**config.mk**
```make
export PLATFORM = sky130hd
export DESIGN_NAME = pipeline_hazard_ctrl
export DESIGN_NICKNAME = d
export VERILOG_FILES = /design/src/rtl/pipeline_hazard_ctrl.sv
export SDC_FILE = /design/constraint.sdc
export NUM_CORES = 1
export LEC_CHECK = 0
export ABC_CLOCK_PERIOD_IN_PS = 2300
export CAP_MARGIN = 40
export CORE_MARGIN = 10
export CORE_UTILIZATION = 50
export DETAILED_ROUTE_END_ITERATION = 12
export DONT_BUFFER_PORTS = 1
export GPL_TIMING_DRIVEN = 0
export PLACE_DENSITY = 0.68
export REMOVE_ABC_BUFFERS = 1
export SYNTH_ARGS = -nofsm -noshare
export SYNTH_HDL_FRONTEND = slang
export SYNTH_SLANG_ARGS = --single-unit
export TNS_END_PERCENT = 1
```
**constraint.sdc**
```tcl
create_clock -name CLK -period 2.3 [get_ports CLK]
set_clock_uncertainty 0.2 [all_clocks]
set_input_delay 0.46 -clock CLK [delete_from_list [all_inputs] [get_ports CLK]]
set_output_delay 0.46 -clock CLK [all_outputs]
set_load 0.02 [all_outputs]
```
**src/rtl/pipeline_hazard_ctrl.sv**
```systemverilog
// Hazard controller for a 5-stage pipeline: memory-busy stalls, taken-branch flushes
// and load-use bubbles, with saturating stall/flush performance counters.
module pipeline_hazard_ctrl (
  input  logic        CLK,
  input  logic        RESET,
  input  logic [4:0]  ID_RS1,
  input  logic [4:0]  ID_RS2,
  input  logic        ID_USES_RS1,
  input  logic        ID_USES_RS2,
  input  logic [4:0]  EX_RD,
  input  logic        EX_VALID,
  input  logic        EX_MEM_READ,
  input  logic        BRANCH_TAKEN,
  input  logic        IMEM_BUSY,
  input  logic        DMEM_BUSY,
  output logic        PC_STALL,
  output logic        IF_ID_STALL,
  output logic        ID_EX_STALL,
  output logic        EX_MEM_STALL,
  output logic        MEM_WB_STALL,
  output logic        IF_ID_FLUSH,
  output logic        ID_EX_FLUSH,
  output logic [1:0]  STATE,
  output logic [15:0] STALL_COUNT,
  output logic [15:0] FLUSH_COUNT
);

  // state        | meaning
  // RUN          | normal flow, all hazards evaluated
  // LOAD_BUBBLE  | bubble sits in EX behind a load; load-use check suppressed
  // BRANCH_FLUSH | EX holds the flushed bubble; branch and load-use suppressed
  // MEM_WAIT     | a memory was busy last cycle; resumes like RUN once free
  localparam logic [1:0] RUN          = 2'd0;
  localparam logic [1:0] LOAD_BUBBLE  = 2'd1;
  localparam logic [1:0] BRANCH_FLUSH = 2'd2;
  localparam logic [1:0] MEM_WAIT     = 2'd3;

  logic [1:0]  state_q, state_d;
  logic [15:0] stall_count_q, stall_count_d;
  logic [15:0] flush_count_q, flush_count_d;
  logic        busy;
  logic        load_use;

  assign busy = IMEM_BUSY | DMEM_BUSY;

  // Source-match terms are gated by the USES bits so unused fields cannot leak in.
  assign load_use = EX_VALID & EX_MEM_READ & (EX_RD != 5'd0) &
                    ((ID_USES_RS1 & (ID_RS1 == EX_RD)) |
                     (ID_USES_RS2 & (ID_RS2 == EX_RD)));

  always_comb begin
    PC_STALL     = 1'b0;
    IF_ID_STALL  = 1'b0;
    ID_EX_STALL  = 1'b0;
    EX_MEM_STALL = 1'b0;
    MEM_WB_STALL = 1'b0;
    IF_ID_FLUSH  = 1'b0;
    ID_EX_FLUSH  = 1'b0;
    state_d      = RUN;
    if (RESET) begin
      IF_ID_FLUSH = 1'b1;
      ID_EX_FLUSH = 1'b1;
    end else if (busy) begin
      PC_STALL     = 1'b1;
      IF_ID_STALL  = 1'b1;
      ID_EX_STALL  = 1'b1;
      EX_MEM_STALL = 1'b1;
      MEM_WB_STALL = 1'b1;
      state_d      = MEM_WAIT;
    end else begin
      case (state_q)
        RUN, MEM_WAIT: begin
          if (BRANCH_TAKEN) begin
            IF_ID_FLUSH = 1'b1;
            ID_EX_FLUSH = 1'b1;
            state_d     = BRANCH_FLUSH;
          end else if (load_use) begin
            PC_STALL    = 1'b1;
            IF_ID_STALL = 1'b1;
            ID_EX_FLUSH = 1'b1;
            state_d     = LOAD_BUBBLE;
          end
        end
        LOAD_BUBBLE: begin
          if (BRANCH_TAKEN) begin
            IF_ID_FLUSH = 1'b1;
            ID_EX_FLUSH = 1'b1;
            state_d     = BRANCH_FLUSH;
          end
        end
        default: state_d = RUN;
      endcase
    end
  end

  always_comb begin
    stall_count_d = stall_count_q;
    flush_count_d = flush_count_q;
    if (RESET) begin
      stall_count_d = 16'd0;
      flush_count_d = 16'd0;
    end else begin
      if (PC_STALL && (stall_count_q != 16'hFFFF))
        stall_count_d = stall_count_q + 16'd1;
      if (ID_EX_FLUSH && (flush_count_q != 16'hFFFF))
        flush_count_d = flush_count_q + 16'd1;
    end
  end

  always_ff @(posedge CLK) begin
    state_q       <= state_d;
    stall_count_q <= stall_count_d;
    flush_count_q <= flush_count_d;
  end

  assign STATE       = state_q;
  assign STALL_COUNT = stall_count_q;
  assign FLUSH_COUNT = flush_count_q;

endmodule
```
==> results.yml <==
layout:
  fillers: 323
  postLayoutCellArea_sq_um: 2390
  area_growth_pct: 21.0
  drive_above_1_share_pct: 28.3
  num_antenna_cells: 0
  final_nets: 271
clocking:
  clk_pin_slew_ps: 70
  numCtsBuffers: 5
  clockRootBuffer: "clkbuf_8"
  clkLatencyLatePin_ps: 280
  cts_tree: "done"
  h-tree-depth: 2
  clock_sinks: 34
  cts_buffer_depth: 2
pwr:
  total_power_mw: 1.19
  ir_worst_vdd_uv: 299
  power_density_nw_per_um2: 499
  p_leak_nw: 0.767
yosys:
  yosys.area_share.simple_pct: 28.6
  synth_compound_area_share_pct: 21.3
  synth_top_area_share_pct: 34.5
  synth-edff-count: 0
  synth_seq_cells: 34
  synth_common_cells: "34 x dfxtp_1, 25 x a21oi_1, 18 x nand3_1, 18 x or4_1, 15 x o31ai_1"
  synthCells: 237
  synthTopCellsByArea: "dfxtp_1 35%, or4_1 6.9%, a21oi_1 6.3%, o31ai_1 5.7%, nand3_1 4.6%"
  synth_mux_area_share_pct: 2.22
  yosysWarnings: 0
  synth_top_family_by_area: "simple AND/OR/NAND/NOR gates"
  synth-xor-area-share_pct: 4.44
  async_flop_share_pct: 0
  ys_types: 41
  synthAdderAreaFrac_pct: 2.54
  synth_top_area_cell: "dfxtp_1"
  synth_top_flop_cell: "dfxtp_1"
  synth.most_common_cell: "dfxtp_1"
  syn_area_per_cell_sq_um: 8.32
  syn-cell-area_sq_um: 1970
  yosysSeqAreaShare_pct: 34.5
setup_path:
  critPathKind: "in -> out"
  cp_data_required_time_ps: 1640
  start_kind: "primary input"
  arrival_ps: 1780
  worstPathMaxFanout: 4
  end_kind: "primary output"
sta:
  min_period_ps: 2440
  final-hold-violation-count: 0
  relSlewSlack_pct: 52.7
  finalCritPeriodShare_pct: 106
  worstMarginPinSlew_ps: 702
  slew_violations: 0
  setup_slack_ps: -145
  setup_viol: 22
  rsz0062_at_grt: "yes"
  finalSetupTns_ps: -1890
  fmax_mhz: 409
  whs_ps: 26.1
die:
  start_util_pct: 52.7
  die_x_um: 82.8
  num_rows: 22
  io_pins: 65
  die-area_sq_um: 6860
  core_sq_um: 3740
  die_h_um: 82.8
global_route:
  overflow: 0
  antenna_found_initial: 0
  grt_first_pass_wirelength_um: 8800
  grt_usage_pct: 14.7
  grt_pass1_vias: 1661
  grt_max_degree: 37
run_status:
  violations: "negative setup slack"
  status: "complete, but fails checks"
drt:
  viasPerCell: 6.43
  drc: 0
  dr.pass1.iters: 4
  vias: 1879
  drt-initial-drc-count: 135
  final_antenna_net_count: 0
  totalWireLength_um: 5540
  routedWlPerCell_um: 19.0
placement:
  placed_area_sq_um: 1980
  place_congestion: 0.802
  dp_hpwl_um: 3470
  io_buffers: 0
run:
  cap_violations: 0
hold_path:
  hold_class: "in -> reg"
cells in the final DEF, fill, tap and decap left out, types with 2 or more instances in the layout:
master    netlist  routed
nand4_1         4       4
dfxtp_1        34      21
nand3_1        18      18
xor2_1          8       7
and2_1          2       2
o311ai_0        4       3
mux2_2          3       2
o31ai_1        15      15
nor2_1          9       8
o41ai_1         3       3
and3_1          2       2
nor4_2          1       2
o21ai_0        11      10
nand2_1        13      12
a21oi_1        25      18
or4_4           0       2
o41a_4          1       2
or4_1          18      16
xnor2_1         2       2
or3_1           5       5
dfxtp_2         0      12
nor3_1          7       3
ha_1            4       3
nor2b_1         3       3
nor3_4          0       4
buf_4           3      12
a21oi_2         0       7
clkbuf_8        0       6
inv_1           8       6
and4_1          6       5
power by group:
part	switching, mW	internal, mW
Sequential	0.0153	0.595
Combinational	0.0669	0.0530
Clock	0.219	0.242
Total	0.301	0.889
flip-flops by register name, indices dropped and copies added (netlist names):
signal and flops:
STALL_COUNT 16, FLUSH_COUNT 16, STATE 2
layer usage:
metal / global-route usage [%] / vias to the layer above / part of all wire [%]
met3: 6.25 / 4 / 9.6
li1: - / 922 / -
met5: 0 / - / 0
met4: 4.15 / 0 / 0.34
met1: 19.6 / 890 / 46
met2: 20.9 / 63 / 44
stage by stage:
stage | util [%] | cells | setup slack (ps)
after floorplan | - | 220 | -607
after global placement | 51.7 | 268 | -1260
after detailed placement | 52.9 | 271 | -489
after CTS | 59.7 | 286 | -209
after global routing | 63.7 | 292 | -197
final | 63.7 | 292 | -145
repair_timing:
item	4_1_cts	5_1_grt
pin swaps	17	20
setup endpoints to repair	35	33
hold buffers	0	0
cloned	1	1
gates resized for setup	22	28
buffers inserted	6	5
cell type report:
type	count	area [sq um]	share of cell area, %
inverters	8	33.8	1.42
clock inverters	1	5.00	0.210
well taps	48	60.1	2.52
multi-input cells	179	1360	56.8
clock buffers	7	86.3	3.62
repair buffers	15	146	6.14
flip-flops and latches	34	699	29.3
logic make-up after synthesis:
| group | Yosys count |
|---|---|
| flip-flops | 34 |
| AO/OA/AOI/OAI | 64 |
| adder cells (fa/ha/maj) | 4 |
| multiplexers | 4 |
| XOR/XNOR | 10 |
| buffers and inverters | 25 |
| AND/OR/NAND/NOR | 96 |
path summary, 6_finish.rpt:
path | to | cells after the start | startpoint | slack (ps)
max | IF_ID_STALL | 5 | ID_RS1[1] | -140
min | STALL_COUNT[15] | 1 | RESET | 30
max reg2reg | FLUSH_COUNT[3] | 9 | STATE[0] | -100
min reg2reg | FLUSH_COUNT[8] | 2 | FLUSH_COUNT[8] | 350
critical path: stages:
cell and delay, ps:
xor2_2 150, nor4_2 300, a32oi_2 170, o41a_4 490, clkinvlp_4 210
Power figures use the tool's default switching activity.
